$ cat src/rtl/packet_source_gen_pkg.sv
// Shared constants for the synthetic packet source: FSM encodings, flit field offsets
// and the LFSR next-state function reused by every source instance.
package packet_source_gen_pkg;

    localparam logic [1:0] ST_IDLE     = 2'd0;
    localparam logic [1:0] ST_WAIT_ACK = 2'd1;
    localparam logic [1:0] ST_DONE     = 2'd2;

    // Flag bits are counted down from the flit MSB; length sits just above dest.
    localparam int HEAD_FROM_MSB = 1;
    localparam int TAIL_FROM_MSB = 2;
    localparam int LEN_W         = 8;

    // Galois form of x^16+x^14+x^13+x^11+1, shifting right.
    localparam logic [15:0] LFSR_TAPS = 16'hB400;

    function automatic logic [15:0] lfsr16_next(input logic [15:0] s);
        lfsr16_next = s[0] ? ((s >> 1) ^ LFSR_TAPS) : (s >> 1);
    endfunction

endpackage

$ cat src/rtl/packet_source_gen_lfsr16.sv
// Free-running 16-bit Galois LFSR, one step per clock; reloads SEED on reset.
// No flow control: the value is consumed (or not) by the owner every cycle.
module packet_source_gen_lfsr16
    import packet_source_gen_pkg::*;
#(
    parameter logic [15:0] SEED = 16'd1
) (
    input  logic        clk,
    input  logic        reset,
    output logic [15:0] out
);

    logic [15:0] lfsr_q;

    always_ff @(posedge clk or posedge reset) begin
        if (reset) lfsr_q <= SEED;
        else       lfsr_q <= lfsr16_next(lfsr_q);
    end

    assign out = lfsr_q;

endmodule

$ cat src/rtl/packet_source_gen.sv
// Synthetic NoC packet source: head leaves one edge after the inject decision, next flit on the ack edge.
// Two-phase req/ack: each flit is held until its ack toggle; enable only gates new packet starts.
module packet_source_gen
    import packet_source_gen_pkg::*;
#(
    parameter int          ID          = 0,
    parameter int          SIZE        = 16,
    parameter int          FLITS_MIN   = 1,
    parameter int          FLITS_MAX   = 8,
    parameter int          PACKETS     = 2,
    parameter int          DEST_COUNT  = 4,
    parameter int          DEST_BITS   = 2,
    parameter int          MODE        = 0,
    parameter int          SOURCE_RATE = 1024,
    parameter int          PERIOD      = 16,
    parameter logic [15:0] SEED        = 16'd1
) (
    input  logic            clk,
    input  logic            reset,
    input  logic            enable,
    output logic            req,
    input  logic            ack,
    output logic [SIZE-1:0] data,
    output logic            busy,
    output logic [15:0]     pkt_count,
    output logic            done
);

    localparam int PCW      = (PERIOD > 1) ? $clog2(PERIOD) : 1;
    localparam int LEN_SPAN = FLITS_MAX - FLITS_MIN + 1;

    logic [15:0]          lfsr;
    logic [1:0]           state_q, state_d;
    logic                 req_q, req_d, busy_q, busy_d, done_q, done_d, ack_old_q;
    logic [SIZE-1:0]      data_q, data_d;
    logic [15:0]          cnt_q, cnt_d;
    logic [LEN_W-1:0]     left_q, left_d;
    logic [PCW-1:0]       pcnt_q;
    logic                 ack_rcv, inject;
    logic [LEN_W-1:0]     len;
    logic [7:0]           dest_raw;
    logic [DEST_BITS-1:0] dest;
    logic [SIZE-3:0]      payload;
    logic [16:0]          cnt_inc;

    packet_source_gen_lfsr16 #(.SEED(SEED)) u_lfsr (
        .clk   (clk),
        .reset (reset),
        .out   (lfsr)
    );

    assign ack_rcv  = ack ^ ack_old_q;
    assign inject   = (MODE == 1) ? (pcnt_q == PCW'(PERIOD - 1))
                                  : (int'(lfsr[9:0]) < SOURCE_RATE);
    assign len      = LEN_W'(FLITS_MIN + int'(lfsr[15:8]) % LEN_SPAN);
    assign dest_raw = 8'(int'(lfsr[7:0]) % DEST_COUNT);
    // A source never addresses itself: its own id is remapped to the next node.
    assign dest     = (dest_raw == 8'(ID)) ? DEST_BITS'((ID + 1) % DEST_COUNT)
                                           : DEST_BITS'(dest_raw);
    assign payload  = (SIZE - 2)'(lfsr);
    assign cnt_inc  = {1'b0, cnt_q} + 17'd1;

    always_comb begin
        state_d = state_q;
        req_d   = req_q;
        data_d  = data_q;
        busy_d  = busy_q;
        cnt_d   = cnt_q;
        left_d  = left_q;
        done_d  = done_q;
        case (state_q)
            ST_IDLE: begin
                if (!done_q && enable && inject) begin
                    data_d                              = '0;
                    data_d[SIZE-HEAD_FROM_MSB]          = 1'b1;
                    data_d[SIZE-TAIL_FROM_MSB]          = (len == LEN_W'(1));
                    data_d[DEST_BITS-1:0]               = dest;
                    data_d[DEST_BITS+LEN_W-1:DEST_BITS] = len;
                    req_d   = ~req_q;
                    busy_d  = 1'b1;
                    left_d  = len - LEN_W'(1);
                    state_d = ST_WAIT_ACK;
                end
            end
            ST_WAIT_ACK: begin
                if (ack_rcv) begin
                    if (left_q != '0) begin
                        data_d = {1'b0, (left_q == LEN_W'(1)), payload};
                        req_d  = ~req_q;
                        left_d = left_q - LEN_W'(1);
                    end else begin
                        busy_d = 1'b0;
                        if (cnt_q != 16'hFFFF) cnt_d = cnt_inc[15:0];
                        if (cnt_inc == 17'(PACKETS)) begin
                            state_d = ST_DONE;
                            done_d  = 1'b1;
                        end else begin
                            state_d = ST_IDLE;
                        end
                    end
                end
            end
            ST_DONE: done_d = 1'b1;
            default: state_d = ST_IDLE;
        endcase
    end

    always_ff @(posedge clk or posedge reset) begin
        if (reset) begin
            state_q   <= ST_IDLE;
            req_q     <= 1'b0;
            data_q    <= '0;
            busy_q    <= 1'b0;
            cnt_q     <= '0;
            left_q    <= '0;
            done_q    <= (PACKETS == 0);
            ack_old_q <= 1'b0;
            pcnt_q    <= '0;
        end else begin
            state_q   <= state_d;
            req_q     <= req_d;
            data_q    <= data_d;
            busy_q    <= busy_d;
            cnt_q     <= cnt_d;
            left_q    <= left_d;
            done_q    <= done_d;
            ack_old_q <= ack;
            pcnt_q    <= (pcnt_q == PCW'(PERIOD - 1)) ? '0 : pcnt_q + 1'b1;
        end
    end

    assign req       = req_q;
    assign data      = data_q;
    assign busy      = busy_q;
    assign pkt_count = cnt_q;
    assign done      = done_q;

endmodule

$ cat config.mk
export PLATFORM = sky130hd
export DESIGN_NAME = packet_source_gen
export DESIGN_NICKNAME = d
export VERILOG_FILES = /design/src/rtl/packet_source_gen_pkg.sv /design/src/rtl/packet_source_gen_lfsr16.sv /design/src/rtl/packet_source_gen.sv
export SDC_FILE = /design/constraint.sdc
export NUM_CORES = 1
export LEC_CHECK = 0
export ABC_AREA = 0
export CAP_MARGIN = 15
export CELL_PAD_IN_SITES_DETAIL_PLACEMENT = 0
export CELL_PAD_IN_SITES_GLOBAL_PLACEMENT = 2
export CORE_MARGIN = 1
export CORE_UTILIZATION = 40
export CTS_CLUSTER_DIAMETER = 60
export DETAILED_ROUTE_END_ITERATION = 10
export DONT_BUFFER_PORTS = 1
export PLACE_DENSITY_LB_ADDON = 0.25
export SYNTH_ARGS = -nofsm -noshare
export SYNTH_HDL_FRONTEND = slang
export SYNTH_SLANG_ARGS = --single-unit
export TNS_END_PERCENT = 10
$ cat constraint.sdc
create_clock -name clk -period 2.2 [get_ports clk]
set_input_delay 0.33 -clock clk [delete_from_list [all_inputs] [get_ports clk]]
set_output_delay 0.33 -clock clk [all_outputs]
set_load 0.005 [all_outputs]
=== Yosys cells after proc, flatten, opt, wreduce, memory -nomap -nowiden ===
Cells that the tools add are included.

* Register bits after elaboration: 62
* Output and inout bits: 35

* Add/sub/neg operators: 4
* Eq/ne operators: 11
* Muxes and demuxes: 27
* Bitwise logic cells: 5
* Reduce and logical (&&, ||, !) cells: 12

{| class="wikitable"
|+ Operators by type and width
! operator !! count
|-
| $mux W16 || 4
|-
| $pmux W16 S2 || 1
|-
| $mux W8 || 3
|-
| $reduce_and A4 Y1 || 5
|-
| $add A16 B1 Y17 const B || 1
|-
| $eq A17 B2 Y1 const B || 1
|-
| $ne A16 B16 Y1 const B || 1
|-
| $pmux W8 S2 || 1
|-
| $mux W2 || 5
|-
| $ne A2 B2 Y1 const B || 5
|-
| $mux W1 || 9
|-
| $eq A8 B1 Y1 const B || 1
|-
| $logic_not A8 Y1 || 1
|-
| $reduce_bool A8 Y1 || 1
|-
| $sub A8 B1 Y8 const B || 1
|-
| $pmux W1 S2 || 3
|-
| $pmux W2 S3 || 1
|-
| $sub A4 B1 Y5 const B || 1
|-
| $add A1 B3 Y4 const A || 1
|-
| $eq A4 B1 Y1 const B || 1
|-
| $not A3 Y4 || 1
|-
| $reduce_bool A2 Y1 || 2
|-
| $not A1 Y1 || 3
|-
| $eq A2 B1 Y1 const B || 1
|-
| 5 further kinds || 5
|}

=== Depth between registers and ports, before layout ===
Gate-level depths: netlist (run 1).

* Depth after elaboration: 6
* Mapped depth: 9
* Mapped depth without buffers: 7

=== Cells and area by module ===
A second synthesis (run 1) with hierarchy kept.

* Cells, all modules: 296
* Area total of the unflattened synthesis: 3001.6 µm²

{| class="wikitable"
|+ Modules (own cells, without submodules)
! module !! times used !! cells each !! area each (µm²) !! sequential area each (µm²)
|-
| packet_source_gen || 1 || 276 || 2570.0 || 1151.1
|-
| packet_source_gen_lfsr16 || 1 || 20 || 431.7 || 401.6
|}

=== Worst setup path before layout (run 1) ===
Ideal clock, no wire load.

* Kind: flip-flop to flip-flop
* Start point: register left_q[0]
* End point: register left_q[6]
* Arrival: 1818 ps
* Required time: 2071 ps
* Slack: 253 ps
* Stages on the path, launching flop included: 10
* Buffers on the path: 2
* Period minus slack after synthesis: 1947 ps
* Cell sequence: dfrtp_1 > inv_1 > ha_1 > nor3b_2 > and3_1 > or3_1 > buf_2 > buf_2 > o21ai_0 > o21ai_0

* Word-level cells in the longest chain between the ends: 4
* Elaborated cells between the ends (all ways): 7

{| class="wikitable"
|+ Ends and longest elaborated chain
! item !! line !! text
|-
| start: declaration || packet_source_gen.sv:37 || <nowiki>logic [LEN_W-1:0] left_q, left_d;</nowiki>
|-
| start signal: assignment || packet_source_gen.sv:125 || <nowiki>left_q <= left_d;</nowiki>
|-
| $sub A8 B1 Y8 || packet_source_gen.sv:90 || <nowiki>left_d = left_q - LEN_W'(1);</nowiki>
|-
| $mux W8 || packet_source_gen.sv:87 || <nowiki>if (left_q != '0) begin</nowiki>
|-
| $mux W8 || packet_source_gen.sv:86 || <nowiki>if (ack_rcv) begin</nowiki>
|-
| $pmux W8 S2 || packet_source_gen.sv:71 || <nowiki>case (state_q)</nowiki>
|}

Several ways; a longest one is shown, not always the timed one. The select of a mux whose other input is x is not followed.
A chain may end at the register's enable or synchronous reset.

=== Worst setup path in the final report (run 1) ===
* Start point: register left_q[1]
* End point: register left_q[0]

* Word-level cells in the longest chain between the ends: 3

{| class="wikitable"
|+ Ends and longest elaborated chain
! item !! line
|-
| $reduce_bool A8 Y1 || packet_source_gen.sv:87
|-
| $ne A2 B2 Y1 (no source line) || -
|-
| $reduce_and A4 Y1 (no source line) || -
|}

Every way passes these cells.

==> impl_metrics.ini, run 1 <==
[run_status]
status = complete, no violations

[finish]
num-nets-final = 317
drive_above_1_share_pct = 16.3
diodes = 0
area_growth_pct = 15.3
final-seq-area_um2 = 1550
final_core_util_pct = 47.4
fillers = 731
final_cells = 411
multi_input_area_um2 = 1320

[sta]
relSlewSlack_pct = 68.2
period_share_pct = 93.3
rsz0062_at_grt = no
finalHoldViolCount = 0
fmax_mhz = 487
tightest_slew_ps = 472
period_needed_ps = 2050
setup_viol = 0
tns_ps = 0
maxSlewViolCount = 0
holdWs_ps = 237
clock_skew_ps = 7.25

[synthesis]
synthArstFlopShare_pct = 100
ys.flop_type = dfrtp_1
synth_edf_count = 0
synth.top_cell.area_share_pct = 51.4
syn_nets = 297
synthCells = 287
synth-warning-count = 0
yosysSeqAreaShare_pct = 52.3
synth.distinct_cells = 48
postSynthAreaPerCell_um2 = 10.3
synth_common_cells = dfrtp_1 (61), nand2_1 (28), nor2_1 (25), o21ai_0 (21), xnor2_1 (18)
yosysMostFrequentCell = dfrtp_1
synth_area_leaders = dfrtp_1 (51%), xnor2_1 (5.3%), nand2_1 (3.5%)
yosysTopAreaCell = dfrtp_1
ys_ff_latch = 62
syn-cell-area_um2 = 2970

[cts]
insertion_delay_ps = 340
post-cts-setup-buffer-count = 0
ctsHtreeMaxLevel = 3
cts_buffers = 9
cts_tree = yes
path_clk_slew_ps = 70
cts_sinks = 62
cts_root_buf = clkbuf_8
clockBufferDepth = 2

[detailed_routing]
route.vias.total = 2170
post_drt_wl_per_cell_um = 15.8
drtIter0Drc = 164
ant_nets = 0
drcViolationCount = 0
first_pass_iters = 5
dr.max_layer_used = met4
route.met3.wl_um = 281
wl_met2_um = 2650
viasPerCell = 5.28
drt-met1-wl_um = 3470
wirelength_um = 6490

[global_routing]
grt_max_degree = 63
antenna_found_initial = 0
overflow = 0
grt_pass1_wl_um = 10700
grt_pass1_vias = 2096
grt_usage_pct = 18.5

[floorplanning]
coreArea_um2 = 7210
fp.dieW_um = 88.1
ios = 39
chipHeight_um = 88.1
row_count = 31
start_util_pct = 41.1
die_area_um2 = 7770

[power]
power.leakage_uw = 0.00154
clockPowerShare_pct = 43.0
finalPower_uw = 2140
p_int_uw = 1590
p_sw_uw = 546
p_per_area_nw_per_um2 = 626
ir_drop_mv = 0.360
p_comb_share_pct = 2.7
sequentialPowerShare_pct = 54.3
p_sw_share_pct = 25.5

[hold_path]
hp-start = enable
hp-class = input port to flop

[critical_path]
critPathCaptureType = flop
critPathLaunchType = flop
rr_startpoint = left_q[1]
crit_required_ps = 2460
path_class = flop to flop
cp.arrival_ps = 2310
crit_path_start = left_q[1]
cp_max_fo = 28

[place]
hpwl_um = 4340
gp_congestion = 0.725
dp_cells = 393
place.port_buffers = 0

[flow_run]
cap_violations = 0
-- worst paths after layout --
path                             endpoint  slack, ps  depth (start not counted)
max                             left_q[0]        150                          8
max reg2reg                     left_q[0]        150                          8
min                                  busy        240                          4
min in group asynchronous    pkt_count[4]        510                          3
max in group asynchronous   u_lfsr.out[0]       1390                          3
min reg2reg                u_lfsr.out[14]        360                          0
-- worst max-delay path, cell delays in order, from the launching register on --
cell     delay [ps]
dfrtp_1         360
inv_1            70
ha_1            200
nor3b_4         180
and3_1          170
or3_1           390
buf_12          180
or3_1           340
o21ai_0          80
-- logic make-up after synthesis --
kind of cell	synth area share, %
and+or+nand+nor	19.9
DFF	52.3
buffers and inverters	3.41
adders and majority gates	2.53
AOI/OAI and AO/OA	14.1
xor gates and xnor gates	7.67
-- final cells by class --
cell class              count  area share (%)
inverters                  10            1.10
repair buffers             22            6.07
well taps                  99            3.62
clock buffers               9            3.62
multi-input cells         202            38.6
flip-flops and latches     62            45.4
clock inverters             7            1.65
-- power by group through the flow --
stage / registers, uW / clock network [uW] / logic, uW
floorplan: 1180 / 0 / 34.8
global placement: 1180 / 0 / 55.8
detailed placement: 1180 / 0 / 56.1
CTS: 1160 / 947 / 58.7
global route: 1160 / 1000 / 66.5
finish: 1160 / 922 / 56.9
-- state kept, by name, summed over array words and instances, names as in the netlist --
| register | count |
|---|---|
| u_lfsr.out | 16 |
| done | 1 |
| pkt_count | 16 |
| req | 1 |
| busy | 1 |
| left_q | 8 |
| data | 16 |
| ack_old_q | 1 |
| state_q | 2 |
-- layer usage --
| metal | up-vias | global-route usage (%) |
|---|---|---|
| li1 | 1057 | - |
| met1 | 1064 | 28.9 |
| met2 | 41 | 24.4 |
| met3 | 8 | 4.71 |
| met4 | 0 | 6.16 |
| met5 | - | 0 |
-- stage by stage --
step / setup WS [ps] / instance area, um^2
finish: 147 / 3420
global route: 44.6 / 3420
CTS: 121 / 3420
detailed placement: 129 / 3220
global placement: 154 / 3220
floorplan: 253 / 2970
-- cell usage in the layout, fill, tap and decap left out, drive strengths merged, types with 11 or more instances in the layout --
| cell type | Yosys | layout |
|---|---|---|
| a22o | 11 | 11 |
| nand2 | 33 | 33 |
| buf | 7 | 20 |
| nand4 | 11 | 11 |
| o21ai | 22 | 22 |
| nor2 | 25 | 25 |
| dfrtp | 61 | 61 |
| xnor2 | 18 | 18 |
| inv | 10 | 14 |
-- timing repair --
action                                  in CTS  in global routing
hold buffers                                 2                  0
hold endpoints to repair                    62                  0
endpoints found under the setup margin       0                  6
resized for setup                            0                  1
Note: power is estimated with default switching activity, not from simulation.
==> inputs of run 2 (changes only) <==
--- a/config.mk
+++ b/config.mk
@@ -6,7 +6,7 @@
 export NUM_CORES = 1
 export LEC_CHECK = 0
 export ABC_AREA = 0
-export CAP_MARGIN = 15
+export CAP_MARGIN = 40
 export CELL_PAD_IN_SITES_DETAIL_PLACEMENT = 0
 export CELL_PAD_IN_SITES_GLOBAL_PLACEMENT = 2
 export CORE_MARGIN = 1
==> results of run 2 <==
Final layout, timing and power as in run 1 (identical DEF).
